## src/rtl/alu_mc.sv

```systemverilog
// rtl/alu_mc.sv - multi-cycle ALU with shift-add multiplier and valid/ready handshakes
//
// Purpose: single-issue ALU. ADD/SUB/AND/OR/XOR/SHL/SAR finish at the accept
// edge. MUL runs a WIDTH-cycle shift-add loop. The result and flags are then
// held until the consumer takes them.
//
// Ports:
//   clk        rising-edge clock
//   rst        synchronous active-high reset
//   alu_op     opcode: 0 ADD, 1 SUB, 2 AND, 3 OR, 4 XOR, 5 SHL, 6 SAR, 7 MUL
//   alu_a/b    operands, sampled only on accept
//   in_valid   request present
//   in_ready   block can accept (IDLE only)
//   alu_out    registered result
//   z/v/n/c    registered zero / signed overflow / sign / carry-borrow-shiftout
//   out_valid  result held and valid
//   out_ready  consumer takes the result
module alu_mc #(
  parameter int WIDTH = 16
) (
  input  logic             clk,
  input  logic             rst,
  input  logic [2:0]       alu_op,
  input  logic [WIDTH-1:0] alu_a,
  input  logic [WIDTH-1:0] alu_b,
  input  logic             in_valid,
  output logic             in_ready,
  output logic [WIDTH-1:0] alu_out,
  output logic             z,
  output logic             v,
  output logic             n,
  output logic             c,
  output logic             out_valid,
  input  logic             out_ready
);

  localparam int SW = $clog2(WIDTH);

  localparam logic [2:0] OP_ADD = 3'd0;
  localparam logic [2:0] OP_SUB = 3'd1;
  localparam logic [2:0] OP_AND = 3'd2;
  localparam logic [2:0] OP_OR  = 3'd3;
  localparam logic [2:0] OP_XOR = 3'd4;
  localparam logic [2:0] OP_SHL = 3'd5;
  localparam logic [2:0] OP_SAR = 3'd6;
  localparam logic [2:0] OP_MUL = 3'd7;

  typedef enum logic [1:0] {ST_IDLE, ST_MUL, ST_HOLD} state_t;

  state_t state, state_nxt;

  logic             accept;
  logic             mul_done;
  logic [SW-1:0]    cnt;
  logic [WIDTH-1:0] mcand;
  logic [WIDTH-1:0] prod_hi;
  logic [WIDTH-1:0] prod_lo;
  logic [WIDTH:0]   mul_sum;
  logic [WIDTH-1:0] prod_hi_nxt;
  logic [WIDTH-1:0] prod_lo_nxt;

  logic [SW-1:0]    amt;
  logic [WIDTH:0]   add_full;
  logic [WIDTH:0]   sub_full;
  logic [WIDTH:0]   shl_full;
  logic [WIDTH:0]   sar_full;
  logic [WIDTH-1:0] res;
  logic             res_c;
  logic             res_v;

  // Reset masks in_ready so nothing is accepted during the reset cycle.
  assign in_ready  = (state == ST_IDLE) && !rst;
  assign accept    = in_valid && in_ready;
  assign out_valid = (state == ST_HOLD);
  assign mul_done  = (state == ST_MUL) && (cnt == SW'(WIDTH - 1));

  always_ff @(posedge clk) begin
    if (rst) state <= ST_IDLE;
    else     state <= state_nxt;
  end

  always_comb begin
    state_nxt = state;
    case (state)
      ST_IDLE: if (accept)    state_nxt = (alu_op == OP_MUL) ? ST_MUL : ST_HOLD;
      ST_MUL:  if (mul_done)  state_nxt = ST_HOLD;
      ST_HOLD: if (out_ready) state_nxt = ST_IDLE;
      default:                state_nxt = ST_IDLE;
    endcase
  end

  // Single-cycle ops, evaluated straight from the inputs at the accept edge.
  // Shifts carry one extra bit so the last bit shifted out lands in it; with
  // a zero amount that bit is the injected 0, which gives c = 0.
  always_comb begin
    amt      = alu_b[SW-1:0];
    add_full = {1'b0, alu_a} + {1'b0, alu_b};
    sub_full = {1'b0, alu_a} - {1'b0, alu_b};
    shl_full = {1'b0, alu_a} << amt;
    sar_full = $signed({alu_a, 1'b0}) >>> amt;
    res      = '0;
    res_c    = 1'b0;
    res_v    = 1'b0;
    case (alu_op)
      OP_ADD: begin
        res   = add_full[WIDTH-1:0];
        res_c = add_full[WIDTH];
        res_v = (alu_a[WIDTH-1] == alu_b[WIDTH-1]) && (res[WIDTH-1] != alu_a[WIDTH-1]);
      end
      OP_SUB: begin
        res   = sub_full[WIDTH-1:0];
        res_c = sub_full[WIDTH];
        res_v = (alu_a[WIDTH-1] != alu_b[WIDTH-1]) && (res[WIDTH-1] != alu_a[WIDTH-1]);
      end
      OP_AND: res = alu_a & alu_b;
      OP_OR:  res = alu_a | alu_b;
      OP_XOR: res = alu_a ^ alu_b;
      OP_SHL: begin
        res   = shl_full[WIDTH-1:0];
        res_c = shl_full[WIDTH];
      end
      OP_SAR: begin
        res   = sar_full[WIDTH:1];
        res_c = sar_full[0];
      end
      default: ;
    endcase
  end

  // One shift-add step: {prod_hi, prod_lo} holds the partial product in its
  // upper bits and the unconsumed multiplier bits in its lower bits.
  always_comb begin
    mul_sum     = {1'b0, prod_hi} + (prod_lo[0] ? {1'b0, mcand} : '0);
    prod_hi_nxt = mul_sum[WIDTH:1];
    prod_lo_nxt = {mul_sum[0], prod_lo[WIDTH-1:1]};
  end

  always_ff @(posedge clk) begin
    if (rst) begin
      alu_out <= '0;
      z       <= 1'b0;
      v       <= 1'b0;
      n       <= 1'b0;
      c       <= 1'b0;
      mcand   <= '0;
      prod_hi <= '0;
      prod_lo <= '0;
      cnt     <= '0;
    end else if (accept) begin
      if (alu_op == OP_MUL) begin
        mcand   <= alu_a;
        prod_lo <= alu_b;
        prod_hi <= '0;
        cnt     <= '0;
      end else begin
        alu_out <= res;
        z       <= (res == '0);
        v       <= res_v;
        n       <= res[WIDTH-1];
        c       <= res_c;
      end
    end else if (state == ST_MUL) begin
      prod_hi <= prod_hi_nxt;
      prod_lo <= prod_lo_nxt;
      cnt     <= cnt + 1'b1;
      if (mul_done) begin
        alu_out <= prod_lo_nxt;
        z       <= (prod_lo_nxt == '0);
        v       <= |prod_hi_nxt;
        n       <= prod_lo_nxt[WIDTH-1];
        c       <= 1'b0;
      end
    end
  end

endmodule
```

## config.mk

```make
export PLATFORM = sky130hd
export DESIGN_NAME = alu_mc
export DESIGN_NICKNAME = d
export VERILOG_FILES = /design/src/rtl/alu_mc.sv
export SDC_FILE = /design/constraint.sdc
export NUM_CORES = 1
export LEC_CHECK = 0
export CORE_MARGIN = 2
export CORE_UTILIZATION = 50
export CTS_BUF_LIST = sky130_fd_sc_hd__clkbuf_8
export CTS_CLUSTER_DIAMETER = 200
export DETAILED_ROUTE_END_ITERATION = 6
export PLACE_DENSITY = 0.73
export REMOVE_ABC_BUFFERS = 1
export SYNTH_ARGS = -nofsm -noshare
export SYNTH_HDL_FRONTEND = slang
export SYNTH_SLANG_ARGS = --single-unit
```

## constraint.sdc

```tcl
create_clock -name clk -period 10.5 [get_ports clk]
set_input_delay 2.625 -clock clk [delete_from_list [all_inputs] [get_ports clk]]
set_output_delay 2.625 -clock clk [all_outputs]
set_load 0.03 [all_outputs]
```

==> metrics.md, run 1 <==
| Metric | Value |
|---|---|
| Status | completed |
| Clk Latency, worst-skew pair | 370 ps |
| WL/cell | 21.2 um |
| ANT cells | 0 |
| # setup viols final | 0 |
| CP top delay family | compound AO/OA/AOI/OAI gates |
| Post-DP HPWL | 20000 um |
| Layout cell share with drive strength beyond 1 | 0.0775 |
| Io pins | 61 |
| Starting Density | 0.517 |
| CTS tree | built |
| Die Wd | 130 um |
| Router iterations before antenna repair | 5 |
| Final nets | 1164 |
| CTS Buffer Depth | 2 |
| Mean Syn Cell Area | 7.53 um2 |
| Fin cells | 1269 |
| Cts hold-fix bufs | 0 |
| Peak Freq | 145 MHz |
| Leakage Power | 3.37 nW |
| Vias per cell | 6.44 |
| Synthesized instance count | 1051 |
| YS warnings | 0 |
| Die area | 0.0169 mm2 |
| Synthesized area | 0.00792 mm2 |
| Port bufs | 60 |
| CP peak stage delay | 1080 ps |
| Slew Viols, Final | 0 |
| Most used DFF post-synth | dfxtp_1 |
| Final setup TNS | 0 ps |
| Final clock period utilization by the worst path | 0.656 |
| Peak supply drop | 0.0824 mV |
| Post-Route WL | 26900 um |
| Antenna violations before repair | 0 |
| Setup bufs post-CTS | 0 |
| Detail Route Antenna Nets | 0 |
| Tmin final | 6890 ps |
| Root buffer cell | clkbuf_8 |
| P per Cell Area | 91.7 mW/mm2 |
| FF-to-FF setup slack | 6860 ps |
| Vias after detailed routing | 8175 |
| Number of flops mapped to enable cells by yosys | 0 |
| Final Hold Viols | 0 |
| Layout Area Growth over Synthesis | 9.72% |
| Post-cts resize count | 0 |
| Clk sink count | 73 |
| Crit path DAT | 7180 ps |
| Critical path capture point type | register |
| WP buf/inv | 2 |
| Final Util | 0.567 |
| Rows | 45 |
| Core area | 0.0153 mm2 |
| Tot GR Track Use | 0.318 |
| Worst Setup Start Kind | primary input |
| H-tree levels | 3 |
| First-pass GRT wire length | 41800 um |
| Vias in the first global route | 7497 |
| Clk pin slew, worst setup/hold paths | 80 ps |
| Max Cap Viol | 0 |
| Top cell by count, worst path | a21oi_1 |
| Worst hold slack | 455 ps |
| Netlist cell types | 87 |
| Clk_skew | 11.8 ps |
| Setup Crit Path Kind | in -> reg |
| Slew @ Worst Pin | 1310 ps |
| Residual DRC | 0 |
| DP Cell Count | 1253 |
| Crit Path Max Fanout | 25 |
| Slowest cell on crit path | clkdlybuf4s50_1 |
| Design Power | 0.796 mW |
| Grt ovf | 0 |
| Crit-path cells | clkdlybuf4s50_1 -> inv_1 -> ha_1 -> a21o_1 -> a21oi_1 -> a21oi_1 -> o41ai_1 -> o2111ai_1 -> a311oi_1 -> nand4_1 -> or4_1 -> o31ai_2 |
| CTS Buf Count | 9 |
| Worst Path Required | 10790 ps |
| Synth Register Bits | 73 |
| Slew Limit Headroom | 0.124 |
| Largest net degree at the start of global routing | 77 |
| Fill cell count | 1497 |
| Worst min path class | reg -> reg |
| Ys async rst share | 0 |
| Iter 0 DRT Violations | 877 |
| Seq/Total Area, Yosys | 0.185 |
| Die extent in y | 130 um |
| RePlAce Congestion | 1.02 |
| RSZ-0062 raised after global routing | no |
[per-stage QoR]
| step | cell area, um2 | setup slack (ps) |
|---|---|---|
| 4_1_cts | 8680 | 3650 |
| 3_5_place_dp | 8500 | 3450 |
| 2_1_floorplan | 7550 | 4420 |
| 3_3_place_gp | 8500 | 3590 |
| 6_report | 8680 | 3610 |
| 5_1_grt | 8680 | 3380 |
[power by group]
group          switching [mW]  internal, mW
clock                   0.120        0.0897
combinational           0.186         0.112
sequential            0.00474         0.283
[flip-flops by register name, indices dropped and copies added, names as in the netlist]
register  flops
prod_hi      16
prod_lo      16
z             1
mcand        16
alu_out      16
c             1
v             1
state         2
cnt           4
[logic make-up after synthesis]
kind of cell	synth area share
muxes	0.0911
adders and majority gates	0.117
xor gates and xnor gates	0.0199
buffers and inverters	0.0710
AOI/OAI and AO/OA	0.297
DFF	0.185
and+or+nand+nor	0.220
[worst paths after layout]
check | end | cells past startpoint | start
setup / recovery | z | 12 | alu_b[3]
hold reg to reg | mcand[6] | 2 | mcand[6]
setup reg to reg | v | 12 | prod_lo[0]
hold / removal | mcand[6] | 2 | mcand[6]
[cells in the mapped netlist, types with 16 or more instances]
cell type | n | share of area
o21ai_0 | 36 | 0.023
nor3_1 | 29 | 0.018
nand3_1 | 30 | 0.019
ha_1 | 69 | 0.11
dfxtp_1 | 73 | 0.18
mux2i_1 | 18 | 0.023
a22oi_1 | 36 | 0.034
nand2_1 | 112 | 0.053
clkbuf_1 | 53 | 0.025
nand2b_1 | 16 | 0.013
o211ai_1 | 17 | 0.016
nor2_1 | 84 | 0.040
and2_1 | 17 | 0.013
inv_1 | 46 | 0.022
mux4_2 | 19 | 0.054
nor2b_1 | 17 | 0.013
a21oi_1 | 104 | 0.066
[cells in the final DEF (no fill, tap or decap), drive strengths merged, types with 30 or more instances in the layout]
cell / netlist / layout
nand2: 113 / 113
a21oi: 105 / 105
nor2: 84 / 84
dfxtp: 73 / 73
ha: 69 / 69
clkdlybuf4s50: 0 / 57
inv: 53 / 57
o21ai: 48 / 48
a22oi: 36 / 36
nand3: 30 / 30
[final cells by class]
| type | count | area, um2 | share of cell area |
|---|---|---|---|
| repair buffers | 72 | 676 | 0.0778 |
| inverters | 53 | 199 | 0.0229 |
| well taps | 211 | 264 | 0.0304 |
| multi-input cells | 844 | 5900 | 0.679 |
| flip-flops and latches | 73 | 1460 | 0.168 |
| clock inverters | 7 | 60.1 | 0.00692 |
| clock buffers | 9 | 124 | 0.0143 |
[per-layer routing]
layer,routed length [um],global-route usage
met2,12200,0.499
met3,2150,0.0463
met4,927,0.124
met1,11600,0.441
met5,0,0
[tightest hold or removal path, cell delays in order (launching register included)]
cell and delay (ps):
dfxtp_1 310, nand2_1 50, a21oi_1 50
Note: power is estimated with default switching activity, not from simulation.
==> run 2, diff against run 1 <==
==> constraint.sdc (replaced) <==
create_clock -name clk -period 6.9 [get_ports clk]
set_input_delay 1.725 -clock clk [delete_from_list [all_inputs] [get_ports clk]]
set_output_delay 1.725 -clock clk [all_outputs]
set_load 0.03 [all_outputs]
==> run 2 against run 1 <==
Die area is the same; cell count is 0.47% higher; via count up 1.7%; largest power group unchanged; first-iteration DRC count fell by 1.7%.
==> metrics.md, run 2 (synthesis gave the netlist of run 1 again) <==
| Metric | Value |
|---|---|
| RSZ-0062 raised after global routing | no (unchanged) |
| Core area | 0.0153 mm2 (unchanged) |
| Router iterations before antenna repair | 5 (unchanged) |
| Die extent in y | 130 um (unchanged) |
| Vias per cell | 6.52 (was 6.44) |
| Worst Setup Start Kind | primary input (unchanged) |
| Slew @ Worst Pin | 1020 ps (was 1310 ps) |
| Worst min path class | reg -> reg (unchanged) |
| Cts hold-fix bufs | 0 (unchanged) |
| Layout cell share with drive strength beyond 1 | 0.0827 (was 0.0775) |
| RePlAce Congestion | 1.06 (was 1.02) |
| Register area | 0.00146 mm2 (unchanged) |
| Post-Route WL | 26500 um (was 26900 um) |
| CTS Buf Count | 9 (unchanged) |
| Vias in the first global route | 7542 (was 7497) |
| Design Power | 1.22 mW (was 0.796 mW) |
| Tot GR Track Use | 0.317 (was 0.318) |
| Residual DRC | 0 (unchanged) |
| Die Wd | 130 um (unchanged) |
| Crit path DAT | 5800 ps (was 7180 ps) |
| Tmin final | 5520 ps |
| Crit Path Max Fanout | 25 (unchanged) |
| Io pins | 61 (unchanged) |
| Leakage Power | 3.40 nW (was 3.37 nW) |
| Final setup TNS | 0 ps (unchanged) |
| Post-cts resize count | 0 (unchanged) |
| Rows | 45 (unchanged) |
| Detail Route Antenna Nets | 0 (unchanged) |
| Die area | 0.0169 mm2 (unchanged) |
| Peak Freq | 181 MHz |
| Grt ovf | 0 (unchanged) |
| Final Hold Viols | 0 (unchanged) |
| Final clock period utilization by the worst path | 0.800 |
| Worst hold slack | 455 ps (about the same) |
| Fill cell count | 1542 (was 1497) |
| Setup bufs post-CTS | 0 (unchanged) |
| Area of the multi-input gates | 0.00590 mm2 (unchanged) |
| Slack of the critical path | 1380 ps (was 3610 ps) |
| Clk sink count | 73 (unchanged) |
| Peak supply drop | 0.104 mV (was 0.0824 mV) |
| Antenna violations before repair | 0 (unchanged) |
| H-tree levels | 3 (unchanged) |
| Layout Area Growth over Synthesis | 10.3% (was 9.72%) |
| Slew Limit Headroom | 0.302 (was 0.124) |
| Vias after detailed routing | 8310 (was 8175) |
| Setup Crit Path Kind | in -> reg (unchanged) |
| Most common cell after layout, fill and taps aside | nand2_1 (unchanged) |
| Status | completed (unchanged) |
| CTS tree | built (unchanged) |
| Clk Latency, worst-skew pair | 370 ps (about the same) |
| Dpl ws | 1170 ps (was 3450 ps) |
| Slew Viols, Final | 0 (unchanged) |
| Root buffer cell | clkbuf_8 (unchanged) |
| CTS Buffer Depth | 2 (unchanged) |
| Critical path capture point type | register (unchanged) |
| Port bufs | 60 (unchanged) |
| Clk_skew | 14.1 ps (was 11.8 ps) |
| DP Cell Count | 1259 (was 1253) |
| Cell area after layout | 0.00873 mm2 (was 0.00868 mm2) |
| Final Util | 0.570 (was 0.567) |
| Final nets | 1170 (was 1164) |
| Largest net degree at the start of global routing | 76 (was 77) |
| Placed cell areas | 0.00855 mm2 (was 0.00850 mm2) |
| Post-DP HPWL | 19900 um (was 20000 um) |
| Clk pin slew, worst setup/hold paths | 90 ps (was 80 ps) |
| # setup viols final | 0 (unchanged) |
| First-pass GRT wire length | 41900 um (was 41800 um) |
| P per Cell Area | 140 mW/mm2 (was 91.7 mW/mm2) |
| Iter 0 DRT Violations | 862 (was 877) |
| ANT cells | 0 (unchanged) |
| Most frequent cells in the layout | nand2_1 (112), a21oi_1 (103), nor2_1 (83), dfxtp_1 (73), ha_1 (69) (unchanged) |
| Worst Path Required | 7180 ps (was 10790 ps) |
| Fin cells | 1275 (was 1269) |
| Starting Density | 0.517 (unchanged) |
| WL/cell | 20.8 um (was 21.2 um) |
| Max Cap Viol | 0 (unchanged) |
==> run 2: cell count changes in the layout (fill, tap and decap cells not counted), sizes merged <==
cell / before / now
buf: 15 / 21
==> run 2: path summary, 6_finish.rpt <==
path,cells past startpoint,slack [ps],endpoint,start
min reg2reg,2,450,mcand[2],mcand[2]
min,2,450,mcand[2],mcand[2]
max reg2reg,12,3300,v,prod_lo[0]
max,12,1380,z,alu_b[3]
==> run 2: layer usage <==
layer / track usage / wire (um)
met4: 0.120 / 954
met5: 0 / 0
met3: 0.0558 / 2350
met2: 0.499 / 12000
met1: 0.436 / 11300
==> run 2: cell type report <==
class,instances,area share
Timing Repair Buffer,78,0.0825
Multi-Input combinational cell,844,0.676
Sequential cell,73,0.167
Clock inverter,7,0.00716
Inverter,53,0.0228
Tap cell,211,0.0302
Clock buffer,9,0.0142
==> run 2: power breakdown <==
part	switching, mW	internal [mW]
logic	0.283	0.173
clock network	0.189	0.138
registers	0.00686	0.431
==> run 2: critical path, cell delays in order <==
cell             delay, ps
clkdlybuf4s50_1        450
buf_4                  260
inv_1                  170
ha_1                   540
nand4_1                200
a2111oi_0              950
nor3_1                 140
a221oi_1               320
o2111ai_1              230
nand3b_1               210
or4_1                  420
o31ai_2                190
==> run 3, diff against run 2 <==
==> constraint.sdc (replaced) <==
create_clock -name clk -period 5.3 [get_ports clk]
set_input_delay 1.325 -clock clk [delete_from_list [all_inputs] [get_ports clk]]
set_output_delay 1.325 -clock clk [all_outputs]
set_load 0.03 [all_outputs]
==> run 3 against run 2 <==
Count of clock-buffer cells in the layout did not move; setup slack got worse by 840 ps; highest routed layer unchanged; combinational power increased by 35%; critical path type unchanged; clock power up 71%; cell count up 2.1%; critical path depth is 1 lower; via count is 2.5% higher; utilization is 1.8 points higher; largest cell class unchanged; total power is 43% higher; critical endpoint unchanged; die area did not move.
==> metrics.md, run 3 (synthesis gave the netlist of run 1 again) <==
| Metric | Value |
|---|---|
| Detail Route Antenna Nets | 0 (unchanged) |
| Root buffer cell | clkbuf_8 (unchanged) |
| Final Util | 0.588 (was 0.570) |
| Antenna violations before repair | 0 (unchanged) |
| Grt ovf | 0 (unchanged) |
| Starting Density | 0.517 (unchanged) |
| Core area | 0.0153 mm2 (unchanged) |
| Iter 0 DRT Violations | 933 (was 862) |
| Residual DRC | 0 (unchanged) |
| Leakage Power | 3.57 nW (was 3.40 nW) |
| P per Cell Area | 194 mW/mm2 (was 140 mW/mm2) |
| Slew Viols, Final | 0 (unchanged) |
| Vias after detailed routing | 8515 (was 8310) |
| Final Hold Viols | 0 (unchanged) |
| Worst Path Required | 5580 ps (was 7180 ps) |
| Setup crit end | z (unchanged) |
| Router iterations before antenna repair | 6 (was 5) |
| Largest net degree at the start of global routing | 76 (unchanged) |
| Post-cts resize count | 0 (unchanged) |
| Rows | 45 (unchanged) |
| Final clock period utilization by the worst path | 0.899 |
| Vias per cell | 6.54 (was 6.52) |
| Die extent in y | 130 um (unchanged) |
| Setup Crit Path Kind | in -> reg (unchanged) |
| FF-to-FF setup slack | 1680 ps (was 3300 ps) |
| CTS Buffer Depth | 2 (unchanged) |
| Port bufs | 60 (unchanged) |
| Die area | 0.0169 mm2 (unchanged) |
| Reg-to-Reg Start | prod_lo[0] (unchanged) |
| H-tree levels | 3 (unchanged) |
| Placed cell areas | 0.00876 mm2 (was 0.00855 mm2) |
| Clk_skew | 18.2 ps (was 14.1 ps) |
| Setup crit start | alu_b[4] (was alu_b[3]) |
| Slew @ Worst Pin | 893 ps (was 1020 ps) |
| Critical path capture point type | register (unchanged) |
| CTS Buf Count | 9 (unchanged) |
| Clk Latency, worst-skew pair | 370 ps (about the same) |
| Cell area after layout | 0.00901 mm2 (was 0.00873 mm2) |
| Crit path DAT | 5050 ps (was 5800 ps) |
| Status | completed (unchanged) |
| Worst Setup Start Kind | primary input (unchanged) |
| Slack of the critical path | 534 ps (was 1380 ps) |
| Die Wd | 130 um (unchanged) |
| Io pins | 61 (unchanged) |
| First-pass GRT wire length | 42800 um (was 41900 um) |
| Vias in the first global route | 7753 (was 7542) |
| Tot GR Track Use | 0.325 (was 0.317) |
| Worst min path class | reg -> reg (unchanged) |
| Fill cell count | 1499 (was 1542) |
| Clk sink count | 73 (unchanged) |
| Reg2Reg Depth | 12 (unchanged) |
| Peak Freq | 210 MHz |
| # setup viols final | 0 (unchanged) |
| Layout Area Growth over Synthesis | 13.8% (was 10.3%) |
| Clk pin slew, worst setup/hold paths | 100 ps (was 90 ps) |
| Setup bufs post-CTS | 0 (unchanged) |
| Post-DP HPWL | 20600 um (was 19900 um) |
| Cts hold-fix bufs | 0 (unchanged) |
| Final nets | 1197 (was 1170) |
| Slew Limit Headroom | 0.403 (was 0.302) |
| Final setup TNS | 0 ps (unchanged) |
| Most frequent cells in the layout | nand2_1 (112), a21oi_1 (103), nor2_1 (83), dfxtp_1 (73), ha_1 (69) (unchanged) |
| ANT cells | 0 (unchanged) |
| Design Power | 1.74 mW (was 1.22 mW) |
| WL/cell | 21.0 um (was 20.8 um) |
| Crit Reg-Reg Endpoint | v (unchanged) |
| Tmin final | 4770 ps |
| CTS tree | built (unchanged) |
| Dpl ws | 280 ps (was 1170 ps) |
| Layout cell share with drive strength beyond 1 | 0.105 (was 0.0827) |
| RSZ-0062 raised after global routing | no (unchanged) |
| Most common cell after layout, fill and taps aside | nand2_1 (unchanged) |
| Crit Path Max Fanout | 5 (was 25) |
| Max Cap Viol | 0 (unchanged) |
| Post-Route WL | 27400 um (was 26500 um) |
| RePlAce Congestion | 1.03 (was 1.06) |
| Peak supply drop | 0.153 mV (was 0.104 mV) |
## run 3: cell types whose count changed in the layout (fill, tap and decap cells not counted), sizes merged
cell      before  now
inv           57   55
bufinv         0    3
buf           21   48
clkinvlp       3    0
clkinv         0    2
## run 3: worst min path at each step
stage	start	to	slack [ps]	depth (start not counted)
floorplan	mcand[0]	mcand[0]	430	2
global placement	mcand[12]	mcand[12]	440	2
detailed placement	mcand[8]	mcand[8]	440	2
CTS	mcand[8]	mcand[8]	460	2
global route	mcand[8]	mcand[8]	470	2
finish	mcand[12]	mcand[12]	450	2
## run 3: power by group
part | switching [mW] | internal [mW]
clock network | 0.242 | 0.318
logic | 0.374 | 0.240
registers | 0.00895 | 0.562
total | 0.625 | 1.12
## run 3: critical path: stages
cell and delay (ps):
clkdlybuf4s50_1 630, inv_1 110, ha_1 350, a21oi_1 240
a21oi_1 130, o41ai_1 660, o2111ai_1 240, a311oi_1 410
nand4_1 180, or4_1 590, o31ai_2 190
## run 3: layout make-up
cell class | instances | area (um2) | share of cell area
Inverter | 53 | 199 | 0.0221
Clock inverter | 7 | 125 | 0.0139
Tap cell | 211 | 264 | 0.0293
Clock buffer | 9 | 124 | 0.0137
Sequential cell | 73 | 1460 | 0.162
Timing Repair Buffer | 105 | 936 | 0.104
Multi-Input combinational cell | 844 | 5900 | 0.655
## run 3: per-stage QoR
| stage | std cells | hold slack, ps |
|---|---|---|
| global route | 1302 | 470 |
| detailed placement | 1286 | 442 |
| global placement | 1286 | 439 |
| finish | 1302 | 454 |
| CTS | 1302 | 456 |
| floorplan | 970 | 426 |
## run 3: layer usage
layer	up-vias	wire length, um	track usage
li1	3941	-	-
met1	3991	11300	0.441
met2	507	12300	0.511
met3	76	2730	0.0615
met4	0	1060	0.131
met5	-	0	0
